`config.mk`:
```
export PLATFORM = sky130hd
export DESIGN_NAME = ifid_pipe_stage
export DESIGN_NICKNAME = d
export VERILOG_FILES = /design/src/rtl/ifid_pkg.sv /design/src/rtl/ifid_pipe_stage_sat_counter.sv /design/src/rtl/ifid_pipe_stage.sv
export SDC_FILE = /design/constraint.sdc
export NUM_CORES = 1
export LEC_CHECK = 0
export ABC_AREA = 1
export BUFFER_PORTS_ARGS = -buffer_cell sky130_fd_sc_hd__buf_2
export CAP_MARGIN = 0
export CORE_MARGIN = 2
export CORE_UTILIZATION = 45
export CTS_CLUSTER_DIAMETER = 30
export CTS_CLUSTER_SIZE = 30
export DETAILED_ROUTE_END_ITERATION = 7
export PLACE_DENSITY = 0.83
export SYNTH_ARGS = -nofsm -noshare
export SYNTH_HDL_FRONTEND = slang
export SYNTH_SLANG_ARGS = --single-unit
```
`constraint.sdc`:
```
create_clock -name clk -period 3.4 [get_ports clk]
set_input_delay 0.51 -clock clk [delete_from_list [all_inputs] [get_ports clk]]
set_output_delay 0.51 -clock clk [all_outputs]
set_load 0.01 [all_outputs]
```
`src/rtl/ifid_pkg.sv`:
```
// ifid_pkg -- shared definitions for the IF/ID pipeline stage.
//
// Holds the default "no instruction" encoding and the entry record used by
// both the main and the skid register of ifid_pipe_stage.
//
// The entry record is sized for the widest supported datapath (64-bit PC,
// 64-bit instruction). The stage zero-extends narrower inputs into it and
// slices the outputs back down, so the upper bits are constant zero and
// disappear in synthesis. PC_W / INSTR_W above 64 are not supported.
package ifid_pkg;

    localparam int ENTRY_PC_W    = 64;
    localparam int ENTRY_INSTR_W = 64;

    // Encoding shown on instruction_out while the stage holds nothing.
    localparam logic [ENTRY_INSTR_W-1:0] IFID_NOP_INSTR = '0;

    typedef struct packed {
        logic [ENTRY_PC_W-1:0]    pc;
        logic [ENTRY_INSTR_W-1:0] instr;
        logic                     valid;
    } ifid_entry_t;

    localparam ifid_entry_t IFID_EMPTY = '{pc: '0, instr: '0, valid: 1'b0};

    function automatic ifid_entry_t make_entry(
        input logic [ENTRY_PC_W-1:0]    pc,
        input logic [ENTRY_INSTR_W-1:0] instr
    );
        ifid_entry_t e;
        e.pc    = pc;
        e.instr = instr;
        e.valid = 1'b1;
        return e;
    endfunction

endpackage

```
`src/rtl/ifid_pipe_stage_sat_counter.sv`:
```
// sat_counter -- saturating up-counter with asynchronous active-high reset.
//
// Ports:
//   clk    in   clock, rising edge
//   rst    in   asynchronous reset, active high; clears the count
//   en     in   increment this cycle
//   count  out  CNT_W  current count; holds at all-ones once reached
module sat_counter #(
    parameter int CNT_W = 16
) (
    input  logic             clk,
    input  logic             rst,
    input  logic             en,
    output logic [CNT_W-1:0] count
);

    always_ff @(posedge clk or posedge rst) begin
        if (rst) begin
            count <= '0;
        end else if (en && (count != {CNT_W{1'b1}})) begin
            count <= count + CNT_W'(1);
        end
    end

endmodule

```
`src/rtl/ifid_pipe_stage.sv`:
```
// ifid_pipe_stage -- IF/ID pipeline register with valid/ready handshake.
//
// Carries PC+4 and the fetched instruction into decode. An entry is taken
// only when the cache reports a hit; decode consumes when stall is low;
// flush kills everything held (and anything arriving that cycle).
// bubble_cnt counts cycles ending with no valid entry, saturating.
//
// Build option: define IFID_SKID_EN to add a second (skid) entry so that
// in_ready is a pure register output with no path from stall. Without it
// the stage has a single entry and in_ready = !out_valid | !stall.
//
// Ports:
//   clk              in   clock, rising edge
//   rstn             in   asynchronous reset, ACTIVE HIGH despite the name
//   adder_in         in   PC_W     PC+4 from fetch
//   instruction_in   in   INSTR_W  instruction from fetch
//   in_valid         in   fetch presents an entry
//   hit              in   cache hit; entry ignored when 0
//   in_ready         out  stage can accept this cycle
//   stall            in   decode hold
//   flush            in   branch redirect, clears all entries
//   adder_out        out  PC_W     PC+4 to decode (0 when empty)
//   instruction_out  out  INSTR_W  instruction to decode (NOP_INSTR when empty)
//   out_valid        out  decode-side entry valid
//   bubble_cnt       out  CNT_W    saturating count of empty cycles
module ifid_pipe_stage
    import ifid_pkg::*;
#(
    parameter int                 PC_W      = 32,
    parameter int                 INSTR_W   = 32,
    parameter logic [INSTR_W-1:0] NOP_INSTR = INSTR_W'(IFID_NOP_INSTR),
    parameter int                 CNT_W     = 16
) (
    input  logic               clk,
    input  logic               rstn,
    input  logic [PC_W-1:0]    adder_in,
    input  logic [INSTR_W-1:0] instruction_in,
    input  logic               in_valid,
    input  logic               hit,
    output logic               in_ready,
    input  logic               stall,
    input  logic               flush,
    output logic [PC_W-1:0]    adder_out,
    output logic [INSTR_W-1:0] instruction_out,
    output logic               out_valid,
    output logic [CNT_W-1:0]   bubble_cnt
);

    ifid_entry_t main_reg, main_next;
    ifid_entry_t incoming;
    logic        accept;
    logic        consume;
    logic        bubble_en;

    assign incoming = make_entry(ENTRY_PC_W'(adder_in), ENTRY_INSTR_W'(instruction_in));

`ifdef IFID_SKID_EN
    ifid_entry_t skid_reg, skid_next;
    logic        main_free;

    always_comb begin
        // Ready depends only on the skid register, never on stall.
        in_ready  = !skid_reg.valid;
        accept    = in_valid && hit && in_ready;
        consume   = main_reg.valid && !stall;
        main_free = !main_reg.valid || consume;
        main_next = main_reg;
        skid_next = skid_reg;
        if (flush) begin
            main_next = IFID_EMPTY;
            skid_next = IFID_EMPTY;
        end else if (main_free) begin
            // Skid is older than anything arriving, so it drains first.
            // With skid valid, accept is impossible (in_ready is low).
            if (skid_reg.valid) begin
                main_next = skid_reg;
                skid_next = IFID_EMPTY;
            end else if (accept) begin
                main_next = incoming;
            end else begin
                main_next = IFID_EMPTY;
            end
        end else if (accept) begin
            // Main is held by decode: park the new entry behind it.
            skid_next = incoming;
        end
    end

    always_ff @(posedge clk or posedge rstn) begin
        if (rstn) begin
            skid_reg <= IFID_EMPTY;
        end else begin
            skid_reg <= skid_next;
        end
    end
`else
    always_comb begin
        in_ready  = !main_reg.valid || !stall;
        accept    = in_valid && hit && in_ready;
        consume   = main_reg.valid && !stall;
        main_next = main_reg;
        if (flush) begin
            main_next = IFID_EMPTY;
        end else if (accept) begin
            // in_ready guarantees main is empty or being consumed.
            main_next = incoming;
        end else if (consume) begin
            main_next = IFID_EMPTY;
        end
    end
`endif

    always_ff @(posedge clk or posedge rstn) begin
        if (rstn) begin
            main_reg <= IFID_EMPTY;
        end else begin
            main_reg <= main_next;
        end
    end

    // Mask the payload so decode never sees stale data from an old entry.
    assign out_valid       = main_reg.valid;
    assign adder_out       = main_reg.valid ? main_reg.pc[PC_W-1:0] : '0;
    assign instruction_out = main_reg.valid ? main_reg.instr[INSTR_W-1:0] : NOP_INSTR;

    // Count a bubble when the stage will be empty after this edge.
    assign bubble_en = !main_next.valid;

    sat_counter #(
        .CNT_W (CNT_W)
    ) u_bubble_cnt (
        .clk   (clk),
        .rst   (rstn),
        .en    (bubble_en),
        .count (bubble_cnt)
    );

    // Upper bits of the wide entry record are constant zero by design.
    logic unused_entry_bits;
    assign unused_entry_bits = ^{main_reg.pc, main_reg.instr};

endmodule

```
### After elaboration in Yosys (flattened, before gate mapping)

Cells that the tools add are included.

* input port bits: 70
* bits in registers: 81
* memories kept: 0
* word-level logic and storage cells: 20
* output and inout port bits: 82
* RAM bits: 0
* bits in latches: 0
* ROM bits: 0

* div/mod/pow operators: 0
* mux-type cells: 5
* $lt $le $gt $ge: 0
* multiply operators: 0
* $add $sub $neg: 1
* shifts and indexed selects: 0
* bitwise operators: 0
* reductions and logical operators: 9
* equal/unequal tests: 1

Operator list (count)
* two-way mux 97 bit: 3
* two-way mux 32 bit: 2
* adder 16 x 1 -> 16 bit, second input constant: 1
* != test 16 bit, second input constant: 1
* logical AND 1 bit: 4
* zero test 1 bit: 3
* nonzero test 3 bit: 1
* logical OR 1 bit: 1

### Depth between registers and ports, before layout

Gate-level depths: netlist of the first run.

* depth in word-level cells: 7
* gate-level depth with buffers: 8
* depth with buffers taken out: 8

### Modules after synthesis

From an unflattened synthesis of the first run, not the netlist that was laid out.

* cell total of the unflattened synthesis: 586
* area, all modules: 4390.5 um^2

By module, submodules not included
* ifid_pipe_stage: cells each 436, times used 1, seq. area each 1626.6 um^2, area each 3320.7 um^2
* sat_counter: cells each 150, times used 1, seq. area each 400.4 um^2, area each 1069.8 um^2

### Least setup slack after synthesis of the first run

No wires, ideal clock.

* kind: flip-flop to output port
* from: register main_reg, in the netlist out_valid
* to: output port instruction_out[10]
* required time: 2890 ps
* buffers on the path: 3
* arrival time: 1149 ps
* stages on the path, launching flop included: 6
* path slack: 1741 ps
* cells stage by stage: dfrtp_1 > buf_4 > buf_2 > buf_1 > nand2_1 > inv_1

* longest elaborated chain between the ends: 1

RTL lines
* start: declaration: line ifid_pipe_stage.sv:49 `ifid_entry_t main_reg, main_next;`
* start signal: assignment: line ifid_pipe_stage.sv:117 `main_reg <= main_next;`
* two-way mux 32 bit: line ifid_pipe_stage.sv:124 `assign instruction_out = main_reg.valid ? main_reg.instr[INSTR_W-1:0] : NOP_INSTR;`
* end: declaration: line ifid_pipe_stage.sv:44 `output logic [INSTR_W-1:0] instruction_out,`

No other way between the ends.

### Worst setup path after layout of the first run

* from: register main_reg, in the netlist out_valid
* to: output port instruction_out[25]

The elaborated chain is that of the path after synthesis.

==> flow_metrics.py, run 1 <==
metrics = {
    "place": {
        "placed_area_mm2": 0.00484,
        "dp_hpwl_mm": 6.84,
        "dp_slack_ns": 1.29,
        "port_buffers": 151,
        "place_congestion": 0.872,
    },
    "logic_synthesis": {
        "synth_top_area_share": 0.503,
        "synth_area_leader_cell": "dfrtp_1",
        "synth.area.top_cells": "dfrtp_1 50%, nand2_1 30%, inv_1 8.1%, buf_6 2.0%, nor2_1 1.7%",
        "async_flop_share": 1.00,
        "yosysWarnings": 0,
        "syn_nets": 637,
        "ys.flop_type": "dfrtp_1",
        "ys_seq_elements": 81,
        "syn-cell-area_mm2": 0.00403,
        "synth-seq-area-share": 0.503,
        "avgSynthCellArea_um2": 7.12,
        "syn_inst": 566,
        "ys_types": 23,
        "synth-edff-count": 0,
    },
    "pwr": {
        "power_density_mw_per_mm2": 413,
        "swShare": 0.299,
        "power_frac_clock": 0.297,
        "combPwrFrac": 0.160,
        "max-vdd-ir-drop_mv": 0.248,
        "p_int_uw": 1450,
        "pwr-share-seq": 0.543,
        "p_sw_uw": 616,
        "leakagePower_uw": 0.00345,
    },
    "global_routing": {
        "grt_pass1_wl_mm": 16.5,
        "grt_usage": 0.206,
        "grt_max_degree": 52,
        "antenna_found_initial": 0,
        "grt_pass1_vias": 3874,
        "gr-total-overflow": 0,
    },
    "worst_setup_path": {
        "regToRegStartpoint": "out_valid$_DFF_PP0_",
        "critical_path_required_ns": 2.89,
        "reg2reg_slack_ns": 1.36,
        "worstSetupEndpointType": "output port",
        "critPathArrivalTime_ns": 1.82,
        "start_kind": "register",
        "critical_path.reg2reg.endpoint": "main_reg[77]$_DFFE_PP0P_",
        "crit_type": "register to output port",
        "crit_fanout": 47,
        "worstRegToRegCells": 4,
    },
    "min_path": {
        "min_path_type": "primary input to async pin",
    },
    "flow_run": {
        "drv_cap": 0,
    },
    "sta": {
        "max_slew_margin": 0.426,
        "rsz0062_at_grt": "no",
        "fmax_ghz": 0.430,
        "fin_crit_ns": 2.33,
        "hold_viol": 0,
        "finalSetupTns_ns": 0,
        "skew_ns": 0.0123,
        "holdWs_ns": 0.289,
        "tightest_slew_ns": 0.860,
        "fin_crit_sh": 0.684,
        "setup_violations": 0,
        "final_max_slew_viol_count": 0,
        "worst_slack_ns": 1.07,
    },
    "drt": {
        "dr_total_vias": 3836,
        "ant_nets": 0,
        "drc": 0,
        "routed_wl_mm": 9.53,
        "drt-initial-drc-count": 126,
        "drt-wirelength-per-cell_um": 11.6,
        "first_pass_iters": 4,
        "detail_route.vias_per_cell": 4.67,
    },
    "cells_and_area": {
        "fill_cells": 812,
        "diodes": 0,
        "fin_nets": 782,
        "layout_common_cells": "322 x nand2_1, 151 x buf_2, 86 x inv_1, 80 x dfrtp_1, 18 x nor2_1",
        "final_common_cell": "nand2_1",
        "largest_reg_flops": 64,
        "post-route-util": 0.573,
        "areaGrowthSynthToFinish_pct": 24.0,
        "seq_area_mm2": 0.00203,
        "design_area_mm2": 0.00500,
        "layout-drive-gt1-share": 0.248,
        "multi_input_area_mm2": 0.00154,
    },
    "cts": {
        "hold_buffers": 0,
        "clockBufferDepth": 2,
        "clk_pin_slew_worst_paths_ns": 0.08,
        "clkSinkCount": 81,
        "cts_made_buffers": 9,
        "cts_tree": "done",
        "cts_root_buffer": "clkbuf_8",
        "htreeDepth": 3,
        "cts_setup_buffers": 0,
        "insertion_delay_ns": 0.35,
        "cts-resized-gates": 0,
    },
    "die": {
        "boundaryPins": 152,
        "dieArea_mm2": 0.00973,
        "fp.coreArea_mm2": 0.00872,
        "die_w_um": 98.6,
        "die_h_um": 98.6,
        "num_rows": 34,
        "start_util": 0.462,
    },
    "outcome": {
        "status": "finished clean",
    },
}
worst max path at each step:
stage | startpoint | end | slack [ns]
6_report | out_valid$_DFF_PP0_ | instruction_out[25] | 1.07
5_1_grt | out_valid$_DFF_PP0_ | instruction_out[12] | 0.91
4_1_cts | out_valid$_DFF_PP0_ | adder_out[25] | 1.03
3_5_place_dp | in_valid | main_reg[93]$_DFFE_PP0P_ | 1.29
3_3_place_gp | in_valid | main_reg[8]$_DFFE_PP0P_ | 1.36
2_1_floorplan | rstn | main_reg[10]$_DFFE_PP0P_ | 0.81
through the flow:
step,total power [uW],std cells
global placement,1450,808
detailed placement,1470,808
floorplan,1330,566
CTS,2080,822
finish,2070,822
global route,2190,822
cells by family after synthesis:
logic type,count (synthesis),share of synthesized area
buffers and inverters,109,0.116
flip-flops,81,0.503
adder cells (fa/ha/maj),1,0.00311
AND/OR/NAND/NOR,362,0.349
XOR/XNOR,5,0.0109
AO/OA/AOI/OAI,8,0.0183
synth_stat cells, types with 4 or more instances:
cell / count
nand2_1: 322
nand3_1: 10
buf_6: 7
xnor2_1: 4
inv_1: 87
nand4_1: 9
clkbuf_1: 7
buf_1: 5
o21ai_1: 4
dfrtp_1: 81
nor2_1: 18
per-layer routing:
layer / vias up / routed length (um) / global-route usage
li1: 1926 / - / -
met1: 1757 / 4210 / 0.257
met2: 142 / 4570 / 0.356
met3: 11 / 634 / 0.0369
met4: 0 / 108 / 0.0822
met5: - / 0 / 0
worst max-delay path: stages (launching register included):
cell     delay [ns]
dfrtp_2        0.66
buf_4          0.50
nand2_1        0.11
inv_1          0.06
buf_2          0.12
power groups by stage:
stage               logic [uW]  clock network [uW]  registers (uW)
finish                     331                 613            1120
global route               378                 674            1130
CTS                        338                 626            1120
detailed placement         338                   0            1140
global placement           322                   0            1130
floorplan                  202                   0            1130
layout make-up:
type | instances | share of cell area
Tap cell | 108 | 0.0270
Multi-Input combinational cell | 376 | 0.309
Inverter | 88 | 0.0664
Timing Repair Buffer | 155 | 0.160
Clock inverter | 3 | 0.00376
Clock buffer | 11 | 0.0283
Sequential cell | 81 | 0.406
No activity file was read; power rests on OpenSTA's default activity.
==> inputs of run 2 (changes only) <==
--- a/config.mk
+++ b/config.mk
@@ -5,7 +5,7 @@
 export SDC_FILE = /design/constraint.sdc
 export NUM_CORES = 1
 export LEC_CHECK = 0
-export ABC_AREA = 1
+export ABC_AREA = 0
 export BUFFER_PORTS_ARGS = -buffer_cell sky130_fd_sc_hd__buf_2
 export CAP_MARGIN = 0
 export CORE_MARGIN = 2
@@ -13,7 +13,7 @@
 export CTS_CLUSTER_DIAMETER = 30
 export CTS_CLUSTER_SIZE = 30
 export DETAILED_ROUTE_END_ITERATION = 7
-export PLACE_DENSITY = 0.83
+export PLACE_DENSITY = 0.85
 export SYNTH_ARGS = -nofsm -noshare
 export SYNTH_HDL_FRONTEND = slang
 export SYNTH_SLANG_ARGS = --single-unit
==> constraint.sdc (replaced) <==
create_clock -name clk -period 2.3 [get_ports clk]
set_input_delay 0.345 -clock clk [delete_from_list [all_inputs] [get_ports clk]]
set_output_delay 0.345 -clock clk [all_outputs]
set_load 0.01 [all_outputs]
==> flow_metrics.py, run 2 <==
metrics = {
    "outcome": {
        "status": "finished clean",
    },
    "cells_and_area": {
        "layout-drive-gt1-share": 0.413,
        "areaGrowthSynthToFinish_pct": 30.9,
        "final_common_cell": "buf_2",
        "fin_nets": 514,
        "layout_common_cells": "151 x buf_2, 81 x dfrtp_1, 64 x a22o_1, 64 x and2_1, 12 x xor2_1",
        "diodes": 0,
        "design_area_mm2": 0.00461,
        "largest_reg_flops": 64,
        "fill_cells": 643,
    },
    "sta": {
        "fin_crit_ns": 1.99,
        "final_max_slew_viol_count": 0,
        "setup_violations": 0,
        "fmax_ghz": 0.502,
        "fin_crit_sh": 0.866,
        "rsz0062_at_grt": "no",
        "tightest_slew_ns": 0.555,
        "finalSetupTns_ns": 0,
        "max_slew_margin": 0.630,
        "skew_ns": 0.0134,
        "hold_viol": 0,
    },
    "flow_run": {
        "drv_cap": 0,
    },
    "cts": {
        "htreeDepth": 3,
        "insertion_delay_ns": 0.35,
        "cts_setup_buffers": 0,
        "cts_tree": "done",
        "hold_buffers": 0,
        "clockBufferDepth": 2,
        "cts_root_buffer": "clkbuf_8",
        "clkSinkCount": 81,
        "clk_pin_slew_worst_paths_ns": 0.09,
        "cts_made_buffers": 9,
        "cts-resized-gates": 0,
    },
    "place": {
        "dp_hpwl_mm": 5.73,
        "port_buffers": 151,
        "place_congestion": 0.847,
        "placed_area_mm2": 0.00441,
    },
    "worst_setup_path": {
        "worstSetupStartpoint": "out_valid$_DFF_PP0_",
        "worstRegToRegCells": 4,
        "regToRegStartpoint": "out_valid$_DFF_PP0_",
        "critical_path_required_ns": 1.96,
        "critical_path.reg2reg.endpoint": "u_bubble_cnt.count[15]$_DFFE_PP0P_",
        "reg2reg_slack_ns": 0.46,
        "crit_path_end": "instruction_out[14]",
        "critPathArrivalTime_ns": 1.65,
        "start_kind": "register",
        "crit_fanout": 30,
        "worstSetupEndpointType": "output port",
        "crit_type": "register to output port",
    },
    "die": {
        "die_h_um": 92.5,
        "dieArea_mm2": 0.00855,
        "start_util": 0.461,
        "fp.coreArea_mm2": 0.00765,
        "boundaryPins": 152,
        "num_rows": 32,
        "die_w_um": 92.5,
    },
    "global_routing": {
        "antenna_found_initial": 0,
        "gr-total-overflow": 0,
        "grt_usage": 0.193,
        "grt_max_degree": 46,
        "grt_pass1_wl_mm": 13.3,
        "grt_pass1_vias": 2839,
    },
    "logic_synthesis": {
        "synth.area.top_cells": "dfrtp_1 58%, a22o_1 16%, and2_1 11%, xor2_1 3.0%, clkbuf_1 1.4%",
        "ys.flop_type": "dfrtp_1",
        "synth_area_leader_cell": "dfrtp_1",
        "synth_top_area_share": 0.575,
        "synth_common_cells": "81 x dfrtp_1, 64 x a22o_1, 64 x and2_1, 13 x clkbuf_1, 12 x xor2_1",
        "syn_inst": 292,
        "avgSynthCellArea_um2": 12.1,
        "synth-seq-area-share": 0.575,
        "async_flop_share": 1.00,
        "yosysWarnings": 0,
        "yosysMostFrequentCell": "dfrtp_1",
        "syn-cell-area_mm2": 0.00352,
        "syn_nets": 363,
        "ys_types": 29,
        "ys_seq_elements": 81,
        "synth-edff-count": 0,
    },
    "pwr": {
        "leakagePower_uw": 0.00258,
        "max-vdd-ir-drop_mv": 0.562,
        "power_density_mw_per_mm2": 685,
    },
    "drt": {
        "first_pass_iters": 4,
        "dr_total_vias": 2846,
        "drc": 0,
        "routed_wl_mm": 8.19,
        "ant_nets": 0,
        "drt-wirelength-per-cell_um": 14.9,
        "detail_route.vias_per_cell": 5.17,
        "drt-initial-drc-count": 120,
    },
    "min_path": {
        "min_path_type": "primary input to async pin",
    },
}
## run 2: metal layers
metal	wire length [um]	part of all wire	vias to the layer above	global-route usage
li1	-	-	1351	-
met1	3490	0.43	1382	0.244
met2	4120	0.50	100	0.329
met3	463	0.057	13	0.0382
met4	120	0.015	0	0.0709
met5	0	0	-	0
## run 2: cell families after synthesis
group | after synthesis | share of synthesized area
XOR/XNOR | 12 | 0.0298
adder cells (fa/ha/maj) | 1 | 0.00355
multiplexers | 3 | 0.00994
buffers and inverters | 21 | 0.0245
flip-flops | 81 | 0.575
AND/OR/NAND/NOR | 101 | 0.180
AO/OA/AOI/OAI | 73 | 0.177
## run 2: area by class of cell
cell class / instances / area [um2] / area share
Inverter: 2 / 11.3 / 0.00244
Timing Repair Buffer: 159 / 816 / 0.177
Clock buffer: 9 / 124 / 0.0269
Sequential cell: 81 / 2030 / 0.439
Tap cell: 102 / 128 / 0.0277
Multi-Input combinational cell: 190 / 1430 / 0.310
Clock inverter: 7 / 78.8 / 0.0171
## run 2: how the worst min path moves through the flow
stage | cells past startpoint | slack [ns] | endpoint | start
5_1_grt | 3 | 0.16 | main_reg[73]$_DFFE_PP0P_ | rstn
4_1_cts | 3 | 0.13 | main_reg[14]$_DFFE_PP0P_ | rstn
2_1_floorplan | 1 | 0.46 | out_valid$_DFF_PP0_ | flush
6_report | 3 | 0.13 | main_reg[30]$_DFFE_PP0P_ | rstn
3_3_place_gp | 1 | 0.48 | main_reg[26]$_DFFE_PP0P_ | main_reg[26]$_DFFE_PP0P_
3_5_place_dp | 1 | 0.48 | main_reg[9]$_DFFE_PP0P_ | main_reg[9]$_DFFE_PP0P_
## run 2: through the flow
stage	total power [uW]	hold slack, ns	worst slack (ns)	cells	utilization
floorplan	1920	0.456	0.650	292	-
global placement	2130	0.479	0.617	534	0.577
detailed placement	2150	0.483	0.494	534	0.577
CTS	3190	0.131	0.289	550	0.603
global route	3310	0.158	0.197	550	0.603
finish	3160	0.127	0.308	550	0.603
## run 2: power breakdown
group | switching (uW) | leakage, uW | internal, uW
logic | 246 | 0.00140 | 223
registers | 114 | 0.00109 | 1530
clock network | 533 | 0.0000921 | 508
total | 893 | 0.00258 | 2270
## run 2: worst max-delay path, cell delays in order (launching register included)
cell     delay (ns)
dfrtp_1        0.63
buf_4          0.35
and2_1         0.19
buf_2          0.13
